## config.mk

```make
export PLATFORM = sky130hd
export DESIGN_NAME = imem_port_arbiter_flat
export DESIGN_NICKNAME = d
export VERILOG_FILES = /design/src/rtl/imem_port_arbiter_if.sv /design/src/rtl/imem_port_arbiter.sv /design/src/flat_wrapper.sv
export SDC_FILE = /design/constraint.sdc
export NUM_CORES = 1
export LEC_CHECK = 0
export CORE_MARGIN = 2
export CORE_UTILIZATION = 32
export DETAILED_ROUTE_END_ITERATION = 16
export GPL_ROUTABILITY_DRIVEN = 0
export PLACE_DENSITY = 0.81
export SYNTH_ARGS = -nofsm -noshare
export SYNTH_HDL_FRONTEND = slang
export SYNTH_SLANG_ARGS = --single-unit
```

## constraint.sdc

```tcl
create_clock -name clk_i -period 1.9 [get_ports clk_i]
set_clock_uncertainty 0.15 [all_clocks]
set_input_delay 0.285 -clock clk_i [delete_from_list [all_inputs] [get_ports clk_i]]
set_output_delay 0.285 -clock clk_i [all_outputs]
set_load 0.1 [all_outputs]
```

## src/rtl/imem_port_arbiter_if.sv

```systemverilog
// ---------------------------------------------------------------------------
// imem_port_arbiter_if
//
// Bundles every signal shared between the instruction-memory port arbiter and
// the blocks around it:
//   fetch port  : if_req_i, if_addr_i -> if_gnt_o, if_rvalid_o, if_rdata_o
//   loader port : ld_req_i, ld_addr_i, ld_be_i, ld_wdata_i -> ld_gnt_o
//   sequencing  : boot_done_i -> run_o
//   memory side : mem_addr_o, mem_we_o, mem_be_o, mem_wdata_o <- mem_rdata_i
//
// Signal names keep their _i/_o suffixes as seen from the arbiter.
// The arbiter connects through the 'slave' modport. The surrounding system
// (requesters plus memory) connects through 'master'.
// ---------------------------------------------------------------------------
interface imem_port_arbiter_if #(
    parameter int IMEM_W = 14,
    parameter int W      = 32
);
    // Fetch port
    logic              if_req_i;
    logic [IMEM_W-1:0] if_addr_i;
    logic              if_gnt_o;
    logic              if_rvalid_o;
    logic [W-1:0]      if_rdata_o;

    // Loader port
    logic              ld_req_i;
    logic [IMEM_W-1:0] ld_addr_i;
    logic [3:0]        ld_be_i;
    logic [W-1:0]      ld_wdata_i;
    logic              ld_gnt_o;

    // Boot / run sequencing
    logic              boot_done_i;
    logic              run_o;

    // Memory side
    logic [IMEM_W-3:0] mem_addr_o;
    logic              mem_we_o;
    logic [3:0]        mem_be_o;
    logic [W-1:0]      mem_wdata_o;
    logic [W-1:0]      mem_rdata_i;

    modport slave (
        input  if_req_i, if_addr_i,
        output if_gnt_o, if_rvalid_o, if_rdata_o,
        input  ld_req_i, ld_addr_i, ld_be_i, ld_wdata_i,
        output ld_gnt_o,
        input  boot_done_i,
        output run_o,
        output mem_addr_o, mem_we_o, mem_be_o, mem_wdata_o,
        input  mem_rdata_i
    );

    modport master (
        output if_req_i, if_addr_i,
        input  if_gnt_o, if_rvalid_o, if_rdata_o,
        output ld_req_i, ld_addr_i, ld_be_i, ld_wdata_i,
        input  ld_gnt_o,
        output boot_done_i,
        input  run_o,
        input  mem_addr_o, mem_we_o, mem_be_o, mem_wdata_o,
        output mem_rdata_i
    );
endinterface

```

## src/rtl/imem_port_arbiter.sv

```systemverilog
// ---------------------------------------------------------------------------
// imem_port_arbiter
//
// Shares one single-port instruction memory between two requesters:
//   - the core instruction-fetch port (reads)
//   - the boot/program loader (byte-masked writes)
//
// After reset the block is in BOOT. In BOOT only the loader is served. A
// boot_done_i pulse moves it to RUN. In RUN both requesters compete
// round-robin. Only reset returns the block to BOOT.
//
// Grants and memory controls are combinational from the current requests.
// The memory has a registered read. A fetch granted in cycle N therefore sees
// its data on mem_rdata_i in cycle N+1. That is also the cycle in which
// if_rvalid_o is high.
//
// Ports:
//   clk_i   : clock. All state changes on the rising edge.
//   rst_ni  : asynchronous active-low reset.
//   bus     : imem_port_arbiter_if.slave, which carries the fetch, loader,
//             boot sequencing and memory-side signals.
// ---------------------------------------------------------------------------
module imem_port_arbiter #(
    parameter int IMEM_W = 14,
    parameter int W      = 32
) (
    input  logic                 clk_i,
    input  logic                 rst_ni,
    imem_port_arbiter_if.slave   bus
);
    localparam int AW = IMEM_W - 2;   // word-index width

    typedef enum logic {
        ST_BOOT = 1'b0,
        ST_RUN  = 1'b1
    } state_t;

    state_t         state_reg,   state_next;
    logic           last_ld_reg, last_ld_next;   // 1: loader granted most recently
    logic [AW-1:0]  addr_reg,    addr_next;
    logic           rvalid_reg;
    logic [W-1:0]   rdata_reg,   rdata_next;

    logic           if_gnt;
    logic           ld_gnt;
    logic [3:0]     be_lane;

    // Byte-offset bits of both addresses are ignored by design.
    logic           unused_addr_bits;
    assign unused_addr_bits = ^{bus.if_addr_i[1:0], bus.ld_addr_i[1:0]};

    // -----------------------------------------------------------------------
    // State register, last-grant pointer, held address, read pipeline
    // -----------------------------------------------------------------------
    always_ff @(posedge clk_i or negedge rst_ni) begin
        if (!rst_ni) begin
            state_reg   <= ST_BOOT;
            last_ld_reg <= 1'b1;
            addr_reg    <= '0;
            rvalid_reg  <= 1'b0;
            rdata_reg   <= '0;
        end else begin
            state_reg   <= state_next;
            last_ld_reg <= last_ld_next;
            addr_reg    <= addr_next;
            rvalid_reg  <= if_gnt;
            rdata_reg   <= rdata_next;
        end
    end

    // -----------------------------------------------------------------------
    // Next state and grant arbitration
    // -----------------------------------------------------------------------
    always_comb begin
        state_next = state_reg;
        if_gnt     = 1'b0;
        ld_gnt     = 1'b0;

        // The grants stay low while reset is held. This way the memory never
        // sees a write strobe, and the reset-state outputs hold, even if
        // requesters keep their req lines high.
        if (rst_ni) begin
            case (state_reg)
                ST_BOOT: begin
                    // A loader write in the boot_done_i cycle still goes through.
                    ld_gnt = bus.ld_req_i;
                    if (bus.boot_done_i) begin
                        state_next = ST_RUN;
                    end
                end
                ST_RUN: begin
                    if (bus.if_req_i && bus.ld_req_i) begin
                        // Contention: the side that did not win last time wins.
                        if (last_ld_reg) begin
                            if_gnt = 1'b1;
                        end else begin
                            ld_gnt = 1'b1;
                        end
                    end else begin
                        if_gnt = bus.if_req_i;
                        ld_gnt = bus.ld_req_i;
                    end
                end
                default: begin
                    state_next = ST_BOOT;
                end
            endcase
        end
    end

    // -----------------------------------------------------------------------
    // Pointer / address / read data next-values
    // -----------------------------------------------------------------------
    always_comb begin
        last_ld_next = last_ld_reg;
        addr_next    = addr_reg;
        if (ld_gnt) begin
            last_ld_next = 1'b1;
            addr_next    = bus.ld_addr_i[IMEM_W-1:2];
        end else if (if_gnt) begin
            last_ld_next = 1'b0;
            addr_next    = bus.if_addr_i[IMEM_W-1:2];
        end
    end

    // The memory presents read data in the rvalid cycle. Pass it straight
    // through then, and hold the last returned word at all other times.
    always_comb begin
        rdata_next = rdata_reg;
        if (rvalid_reg) begin
            rdata_next = bus.mem_rdata_i;
        end
    end

    // -----------------------------------------------------------------------
    // Byte enables are driven only on a granted write
    // -----------------------------------------------------------------------
    genvar gi;
    generate
        for (gi = 0; gi < 4; gi++) begin : g_be_lane
            assign be_lane[gi] = ld_gnt & bus.ld_be_i[gi];
        end
    endgenerate

    // -----------------------------------------------------------------------
    // Outputs
    // -----------------------------------------------------------------------
    assign bus.if_gnt_o    = if_gnt;
    assign bus.ld_gnt_o    = ld_gnt;
    assign bus.run_o       = (state_reg == ST_RUN);
    assign bus.if_rvalid_o = rvalid_reg;
    assign bus.if_rdata_o  = rdata_next;

    // The address follows a grant at once and otherwise holds its last value.
    assign bus.mem_addr_o  = addr_next;
    assign bus.mem_we_o    = ld_gnt;
    assign bus.mem_be_o    = be_lane;
    assign bus.mem_wdata_o = ld_gnt ? bus.ld_wdata_i : '0;

endmodule

```

## src/flat_wrapper.sv

```systemverilog
// flat-port wrapper written by rule: the top's interface ports become plain ports
module imem_port_arbiter_flat 
#(
    parameter int IMEM_W = 14,
    parameter int W      = 32
)
  (clk_i, rst_ni, bus_if_req_i, bus_if_addr_i, bus_if_gnt_o, bus_if_rvalid_o, bus_if_rdata_o, bus_ld_req_i, bus_ld_addr_i, bus_ld_be_i, bus_ld_wdata_i, bus_ld_gnt_o, bus_boot_done_i, bus_run_o, bus_mem_addr_o, bus_mem_we_o, bus_mem_be_o, bus_mem_wdata_o, bus_mem_rdata_i);
  imem_port_arbiter_if #(.IMEM_W(IMEM_W), .W(W)) bus_i ();
  input  logic clk_i;
  input  logic rst_ni;
  input wire logic [$bits(bus_i.if_req_i)-1:0] bus_if_req_i;
  input wire logic [$bits(bus_i.if_addr_i)-1:0] bus_if_addr_i;
  output wire logic [$bits(bus_i.if_gnt_o)-1:0] bus_if_gnt_o;
  output wire logic [$bits(bus_i.if_rvalid_o)-1:0] bus_if_rvalid_o;
  output wire logic [$bits(bus_i.if_rdata_o)-1:0] bus_if_rdata_o;
  input wire logic [$bits(bus_i.ld_req_i)-1:0] bus_ld_req_i;
  input wire logic [$bits(bus_i.ld_addr_i)-1:0] bus_ld_addr_i;
  input wire logic [$bits(bus_i.ld_be_i)-1:0] bus_ld_be_i;
  input wire logic [$bits(bus_i.ld_wdata_i)-1:0] bus_ld_wdata_i;
  output wire logic [$bits(bus_i.ld_gnt_o)-1:0] bus_ld_gnt_o;
  input wire logic [$bits(bus_i.boot_done_i)-1:0] bus_boot_done_i;
  output wire logic [$bits(bus_i.run_o)-1:0] bus_run_o;
  output wire logic [$bits(bus_i.mem_addr_o)-1:0] bus_mem_addr_o;
  output wire logic [$bits(bus_i.mem_we_o)-1:0] bus_mem_we_o;
  output wire logic [$bits(bus_i.mem_be_o)-1:0] bus_mem_be_o;
  output wire logic [$bits(bus_i.mem_wdata_o)-1:0] bus_mem_wdata_o;
  input wire logic [$bits(bus_i.mem_rdata_i)-1:0] bus_mem_rdata_i;
  assign bus_i.if_req_i = bus_if_req_i;
  assign bus_i.if_addr_i = bus_if_addr_i;
  assign bus_if_gnt_o = bus_i.if_gnt_o;
  assign bus_if_rvalid_o = bus_i.if_rvalid_o;
  assign bus_if_rdata_o = bus_i.if_rdata_o;
  assign bus_i.ld_req_i = bus_ld_req_i;
  assign bus_i.ld_addr_i = bus_ld_addr_i;
  assign bus_i.ld_be_i = bus_ld_be_i;
  assign bus_i.ld_wdata_i = bus_ld_wdata_i;
  assign bus_ld_gnt_o = bus_i.ld_gnt_o;
  assign bus_i.boot_done_i = bus_boot_done_i;
  assign bus_run_o = bus_i.run_o;
  assign bus_mem_addr_o = bus_i.mem_addr_o;
  assign bus_mem_we_o = bus_i.mem_we_o;
  assign bus_mem_be_o = bus_i.mem_be_o;
  assign bus_mem_wdata_o = bus_i.mem_wdata_o;
  assign bus_i.mem_rdata_i = bus_mem_rdata_i;
  imem_port_arbiter #(.IMEM_W(IMEM_W), .W(W)) u_core (.clk_i(clk_i), .rst_ni(rst_ni), .bus(bus_i));
endmodule
```

* After elaboration in Yosys (flattened, before gate mapping)
Index checks and enable logic that the tools add are counted.
** Word-level totals
- Bits in registers :: 47
- Output and inout port bits :: 85
- Word-level logic and storage cells :: 28
** Operators by class
- Mux-type cells :: 16
- Bitwise gates (word level) :: 5
- Reductions and logical operators :: 2
** Operators by type and width (number)
- $mux 32 :: 2
- $mux 12 :: 2
- $mux 1 :: 11
- $and 1x1->1 :: 4
- $pmux 1 s2 :: 1
- $reduce_bool 2->1 :: 1
- $logic_and 1x1->1 :: 1
- $not 1->1 :: 1

* Depth between registers and ports, before layout
Gate-level depths: netlist (run 1).
- Depth after elaboration :: 6
- Mapped depth :: 5

* Worst setup path after synthesis (run 1)
No wires, ideal clock.
- Kind :: register to register
- From :: register u_core.state_reg (netlist: u_core.bus.run_o)
- To :: register u_core.addr_reg[2]
- Data arrival time :: 3175 ps
- Slack :: -1729 ps
- Cell stages (with the launch flop) :: 5
- Buffers on the path :: 1
- Path through :: dfrtp_1 > and3_4 > clkbuf_1 > nor3_1 > a31oi_1
** On the way
- Word-level cells in the longest chain between the ends :: 4
- Elaborated cells between the ends (all ways) :: 7
** Ends and longest elaborated chain
- start: declaration :: line imem_port_arbiter.sv:38 : state_t state_reg, state_next;
- start signal: assignment :: line imem_port_arbiter.sv:63 : state_reg <= state_next;
- $not 1->1 or $mux 1 (tied branches) :: line imem_port_arbiter.sv:83 : case (state_reg)
- $pmux 1 s2 or $mux 1 (tied branches) :: line imem_port_arbiter.sv:83, imem_port_arbiter.sv:82
- $mux 1 or $mux 12 (tied branches) :: line imem_port_arbiter.sv:82, imem_port_arbiter.sv:120
- $mux 12 * :: line imem_port_arbiter.sv:117 : if (ld_gnt) begin
- net bus_mem_addr_o[2] :: line flat_wrapper.sv:23 : output wire logic [$bits(bus_i.mem_addr_o)-1:0] bus_mem_addr_o;
- end signal: assignment :: line imem_port_arbiter.sv:65 : addr_reg <= addr_next;
- end: declaration :: line imem_port_arbiter.sv:40 : logic [AW-1:0] addr_reg, addr_next;
Mark *: on every way through the listed nets, which the timed path passes. The rest lies on a longest branch.
A chain may end at the register's enable or synchronous reset.

* Worst setup path after layout (run 1)
- From :: input bus_if_req_i
- To :: output bus_mem_wdata_o[29]
** On the way
- Word-level cells in the longest chain between the ends :: 5
** Ends and longest elaborated chain
- start: declaration :: line flat_wrapper.sv:11 : input wire logic [$bits(bus_i.if_req_i)-1:0] bus_if_req_i;
- $logic_and 1x1->1 :: line imem_port_arbiter.sv:92 : if (bus.if_req_i && bus.ld_req_i) begin
- $mux 1 :: line imem_port_arbiter.sv:92
- $pmux 1 s2 :: line imem_port_arbiter.sv:83
- $mux 1 :: line imem_port_arbiter.sv:82 : if (rst_ni) begin
- $mux 32 :: line imem_port_arbiter.sv:158 : assign bus.mem_wdata_o = ld_gnt ? bus.ld_wdata_i : '0;
- end: declaration :: line flat_wrapper.sv:26 : output wire logic [$bits(bus_i.mem_wdata_o)-1:0] bus_mem_wdata_o;
Every way passes these cells.

==> results.sh, run 1 <==
export IMPL_cp_end_kind="output port"
export IMPL_wl_per_cell_um=24.5
export IMPL_start_kind="input port"
export IMPL_dieArea_um2=7510
export IMPL_cts_buffers=5
export IMPL_final_cells=501
export IMPL_boundaryPins=186
export IMPL_drive_above_1_share_pct=59.1
export IMPL_clkTransAtPathRegs_ns=0.09
export IMPL_power_share_clock_pct=11.1
export IMPL_power_uw=6920
export IMPL_max_slew_margin_rel_pct=63.2
export IMPL_worst_slew_pin_slew_ns=0.551
export IMPL_slew_viol_final=0
export IMPL_fp_coreArea_um2=6720
export IMPL_grt_pass1_wl_um=16100
export IMPL_antenna_cells=0
export IMPL_cp_arrival_ns=1.88
export IMPL_fin_ws_ns=-0.418
export IMPL_cts_buffer_depth=2
export IMPL_netlist_instances=190
export IMPL_gr_usage_met2_pct=52.6
export IMPL_synth_cell_types=22
export IMPL_regToRegSetupSlack_ns=0.19
export IMPL_syn_avg_cell_area_um2=11.5
export IMPL_violations="negative setup slack"
export IMPL_dp_hpwl_um=7060
export IMPL_internal_power_uw=3540
export IMPL_path_class="input port to output port"
export IMPL_ant_nets=0
export IMPL_dp_cells=455
export IMPL_largest_reg_flops=32
export IMPL_syn_area_um2=2190
export IMPL_placed_area_um2=5440
export IMPL_antenna_found_initial=1
export IMPL_firstDrtPassIters=5
export IMPL_tns_ns=-23.67
export IMPL_final_common_cell="clkdlybuf4s50_1"
export IMPL_report_final_hold_viol_count=0
export IMPL_synth_seq_cells=47
export IMPL_synth_seq_area_share_pct=53.9
export IMPL_synth_nets=291
export IMPL_routed_via_count=2538
export IMPL_yosys_warnings=0
export IMPL_fillers=254
export IMPL_fp_dieH_um=86.7
export IMPL_worstPathMaxFanout=19
export IMPL_setup_violations_final=83
export IMPL_swShare_pct=48.9
export IMPL_final_cell_mix="clkdlybuf4s50_1, buf_12, dfrtp_1, and2_4, buf_4"
export IMPL_wl_um=12300
export IMPL_clk_latency_ns=0.30
export IMPL_utilization_pct=90.2
export IMPL_overflow=0
export IMPL_die_width_um=86.7
export IMPL_use_met1_pct=34.0
export IMPL_stdcell_area_um2=6060
export IMPL_grt_pass1_vias=2643
export IMPL_power_leakage_uw=0.00260
export IMPL_ff_latch_area_um2=1180
export IMPL_grt_busiest_layer="met2"
export IMPL_numPortBuffers=181
export IMPL_fin_crit_ns=2.32
export IMPL_hp_class="input port to asynchronous set/reset pin"
export IMPL_status="finished with violations"
export IMPL_grt_max_degree=43
export IMPL_drv_cap=0
export IMPL_pwr_share_comb_pct=69.2
export IMPL_peakVddDrop_mv=1.01
export IMPL_cts_tree="done"
export IMPL_p_per_area_nw_per_um2=1140
export IMPL_required_ns=1.46
export IMPL_synthToLayoutAreaGrowth_pct=177
export IMPL_route_detailed_drc=0
export IMPL_start_util_pct=32.5
export IMPL_track_usage_pct=28.6
export IMPL_pwr_share_seq_pct=19.6
export IMPL_multi_input_area_um2=1360
export IMPL_min_period_over_period_pct=122
export IMPL_fmax_mhz=431
export IMPL_first_iter_violations=96
export IMPL_num_rows=30
export IMPL_netSwitchingPower_uw=3390
export IMPL_met3_usage_pct=6.57
export IMPL_htreeDepth=2
export IMPL_rsz0062_at_grt="true"
export IMPL_numClockSinks=47
export IMPL_vias_per_cell=5.07
export IMPL_nets=521
export IMPL_root_buffer="clkbuf_8"
cell usage after synthesis:
cell type  count  area (um^2)
a31oi_1       12         75.1
and2_1        36          225
a21o_1         1         7.51
nor3_1        12         60.1
nand3_1       13         65.1
buf_2          6         30.0
inv_6          1         8.76
o21ai_0       13         65.1
dfstp_2        1         26.3
mux2_2        30          338
and2b_1        1         7.51
and3_1         1         6.26
buf_4          1         7.51
and3_4         1         11.3
mux2_1         2         22.5
nor2_1         1         3.75
nand2b_1       1         6.26
dfrtp_1       46         1150
nand2_1        2         7.51
or2_4          1         8.76
clkbuf_1       5         18.8
buf_6          3         33.8
metal layers:
metal | routed length [um] | up-vias
met1 | 4580 | 1292
met5 | 13 | -
met4 | 227 | 2
li1 | - | 1118
met2 | 6860 | 106
met3 | 616 | 20
layout make-up:
class                      instances  share of cell area (%)
clock inverter                     3                   0.723
timing repair buffer             236                    53.6
timing repair inverter             2                   0.454
inverter                           1                   0.330
sequential                        47                    19.6
tap                               80                    1.65
multi-input combinational        127                    22.5
clock buffer                       5                    1.14
worst paths after layout:
| kind | to | from | depth (start not counted) |
|---|---|---|---|
| worst min register to register | u_core.rdata_reg[23] | u_core.rdata_reg[23] | 1 |
| min in group clk_i | u_core.last_ld_reg | rst_ni | 4 |
| worst max register to register | u_core.addr_reg[5] | u_core.last_ld_reg | 6 |
| max in group asynchronous | u_core.bus.run_o | rst_ni | 3 |
| worst min-delay path | u_core.addr_reg[11] | rst_ni | 2 |
| worst max-delay path | bus_mem_wdata_o[29] | bus_if_req_i | 7 |
repair_timing:
item | in CTS | in global routing
endpoints found under the hold margin | 6 | 0
cloned | 6 | 1
pin swaps | 5 | 4
buffers inserted | 17 | 13
hold buffers | 2 | 0
gates resized for setup | 37 | 10
endpoints found under the setup margin | 83 | 84
cells by family (layout without fill, tap and decap cells):
group | Yosys count | in the layout | share of synthesized area [%]
AOI/OAI and AO/OA | 26 | 26 | 6.75
buffers and inverters | 16 | 247 | 4.52
DFF | 47 | 47 | 53.9
muxes | 32 | 32 | 16.5
and+or+nand+nor | 69 | 69 | 18.4
critical path: stages:
cell,delay (ns)
clkdlybuf4s50_1,0.48
and3_4,0.23
or2_4,0.27
buf_12,0.17
inv_16,0.09
and2_4,0.17
buf_12,0.17
stage by stage:
step / setup WS [ns] / hold slack (ns)
finish: -0.418 / 0.248
global route: -0.466 / 0.234
CTS: -0.347 / 0.209
detailed placement: -0.334 / -0.0485
global placement: -0.317 / -0.0488
floorplan: -0.450 / -0.161
power groups by stage:
| stage | clock network (uW) | registers [uW] | logic, uW |
|---|---|---|---|
| floorplan | 0 | 1310 | 2780 |
| global placement | 0 | 1310 | 4350 |
| CTS | 768 | 1320 | 4620 |
| finish | 772 | 1360 | 4790 |
| detailed placement | 0 | 1330 | 4400 |
| global route | 838 | 1370 | 4890 |
Power figures use the tool's default switching activity.
==> run 2, diff against run 1 <==
==> constraint.sdc (replaced) <==
create_clock -name clk_i -period 1.9 [get_ports clk_i]
set_clock_uncertainty 0.15 [all_clocks]
set_input_delay 0.19 -clock clk_i [delete_from_list [all_inputs] [get_ports clk_i]]
set_output_delay 0.19 -clock clk_i [all_outputs]
set_load 0.1 [all_outputs]
==> results.sh, run 2 (same netlist as run 1, synthesis figures left out) <==
export IMPL_fp_dieH_um=86.7
export IMPL_worstPathMaxFanout=5
export IMPL_power_share_clock_pct=11.5
export IMPL_ff2ff_path_depth=5
export IMPL_violations="negative setup slack"
export IMPL_die_width_um=86.7
export IMPL_grt_pass1_vias=2379
export IMPL_internal_power_uw=3390
export IMPL_final_cell_mix="clkdlybuf4s50_1, buf_12, dfrtp_1, and2_4, mux2_4"
export IMPL_start_kind="register"
export IMPL_wl_per_cell_um=18.6
export IMPL_use_met1_pct=25.9
export IMPL_netSwitchingPower_uw=3160
export IMPL_reg2reg_to="u_core.addr_reg[2]"
export IMPL_overflow=0
export IMPL_met3_usage_pct=5.43
export IMPL_route_detailed_drc=0
export IMPL_routed_via_count=2231
export IMPL_tns_ns=-9.78
export IMPL_vias_per_cell=4.78
export IMPL_stdcell_area_um2=5700
export IMPL_numPortBuffers=181
export IMPL_max_slew_margin_rel_pct=62.1
export IMPL_first_iter_violations=56
export IMPL_grt_busiest_layer="met2"
export IMPL_numClockSinks=47
export IMPL_slowest_delay_ns=0.48
export IMPL_endpoint="bus_mem_addr_o[3]"
export IMPL_clkTransAtPathRegs_ns=0.09
export IMPL_antenna_cells=0
export IMPL_pwr_share_comb_pct=68.3
export IMPL_rr_startpoint="u_core.last_ld_reg"
export IMPL_wl_um=8710
export IMPL_grt_pass1_wl_um=12700
export IMPL_placed_area_um2=5390
export IMPL_nets=487
export IMPL_root_buffer="clkbuf_8"
export IMPL_pwr_share_seq_pct=20.2
export IMPL_worst_slew_pin_slew_ns=0.569
export IMPL_cp_slowest_cell="dfrtp_4"
export IMPL_dieArea_um2=7510
export IMPL_setup_violations_final=51
export IMPL_crit_path_frequent_cell="buf_12"
export IMPL_grt_max_degree=46
export IMPL_drv_cap=0
export IMPL_utilization_pct=84.9
export IMPL_swShare_pct=48.3
export IMPL_fp_coreArea_um2=6720
export IMPL_status="finished with violations"
export IMPL_boundaryPins=186
export IMPL_hp_class="input port to asynchronous set/reset pin"
export IMPL_fmax_mhz=469
export IMPL_track_usage_pct=21.9
export IMPL_gr_usage_met2_pct=40.8
export IMPL_cts_buffers=5
export IMPL_antenna_found_initial=0
export IMPL_dp_cells=452
export IMPL_regToRegSetupSlack_ns=0.28
export IMPL_critical_path_startpoint="u_core.bus.run_o"
export IMPL_rsz0062_at_grt="true"
export IMPL_min_period_over_period_pct=112
export IMPL_required_ns=1.56
export IMPL_htreeDepth=2
export IMPL_fin_crit_ns=2.13
export IMPL_cp_arrival_ns=1.79
export IMPL_slew_viol_final=0
export IMPL_final_cells=467
export IMPL_p_per_area_nw_per_um2=1150
export IMPL_num_rows=30
export IMPL_final_common_cell="clkdlybuf4s50_1"
export IMPL_cp_end_kind="output port"
export IMPL_synthToLayoutAreaGrowth_pct=161
export IMPL_peakVddDrop_mv=0.952
export IMPL_cts_tree="done"
export IMPL_path_class="register to output port"
export IMPL_firstDrtPassIters=4
export IMPL_start_util_pct=32.5
export IMPL_holdWs_ns=0.165
export IMPL_dp_hpwl_um=6550
export IMPL_report_final_hold_viol_count=0
export IMPL_cts_buffer_depth=2
export IMPL_largest_reg_flops=32
export IMPL_clk_latency_ns=0.29
export IMPL_fin_ws_ns=-0.233
export IMPL_power_leakage_uw=0.00241
export IMPL_ant_nets=0
export IMPL_drive_above_1_share_pct=56.6
export IMPL_crit_chain="and3_4, or2_4, buf_12, a31oi_4, buf_12"
==> run 2: changes by cell type in the layout (fill, tap and decap cells not counted), moves of 2 or more <==
cell	delta
buf_12	-5
buf_8	+3
buf_16	-3
mux2_4	-2
buf_4	-25
nand3_1	+2
o21ai_2	+3
o21ai_1	-3
mux2_2	+2
nand3_2	-2
buf_6	-3
==> run 2: cell type report <==
type                    instances  area [um^2]
clock inverters                 2         35.0
well taps                      80          100
multi-input cells             128         1380
flip-flops and latches         47         1180
repair buffers                203         2910
fillers                       343         1020
inverters                       1         11.3
clock buffers                   6         82.6
==> run 2: worst min path at each step <==
stage               slack (ns)  startpoint  cells after the start            endpoint
floorplan                -0.26      rst_ni                      0  u_core.addr_reg[0]
finish                    0.17      rst_ni                      2  u_core.addr_reg[1]
CTS                       0.16      rst_ni                      2  u_core.addr_reg[0]
global placement         -0.13      rst_ni                      1  u_core.addr_reg[0]
global route              0.18      rst_ni                      2  u_core.addr_reg[1]
detailed placement       -0.13      rst_ni                      1  u_core.addr_reg[0]
==> run 2: worst max-delay path: cells and delay by family, from the launching register on <==
family	cells	cell delay (ns)
buffers and inverters	2	0.36
DFF	1	0.48
AOI/OAI and AO/OA	1	0.22
and+or+nand+nor	2	0.43
==> run 2: power by group through the flow <==
stage / registers [uW] / clock network, uW / logic, uW
final: 1320 / 756 / 4480
after global routing: 1340 / 823 / 4590
after CTS: 1310 / 769 / 4440
after detailed placement: 1330 / 0 / 4380
after global placement: 1310 / 0 / 4340
after floorplan: 1310 / 0 / 2770
==> run 2: per-layer routing <==
layer / vias to the layer above / wire length, um
met1: 1100 / 3300
met3: 6 / 374
met2: 70 / 4990
met4: 0 / 44
li1: 1055 / -
met5: - / 0
==> run 2: per-stage QoR <==
stage / setup slack (ns) / total power [uW]
floorplan: -0.358 / 4090
global placement: -0.137 / 5650
detailed placement: -0.189 / 5710
CTS: -0.250 / 6520
global route: -0.291 / 6750
finish: -0.233 / 6550
==> run 2: what timing repair did <==
| item | 4_1_cts | 5_1_grt |
|---|---|---|
| pin swaps | 2 | 9 |
| hold buffers | 1 | 0 |
| setup buffers | 0 | 4 |
| endpoints found under the hold margin | 46 | 0 |
| gates resized for setup | 28 | 16 |
| endpoints found under the setup margin | 69 | 52 |
| cloned | 1 | 1 |
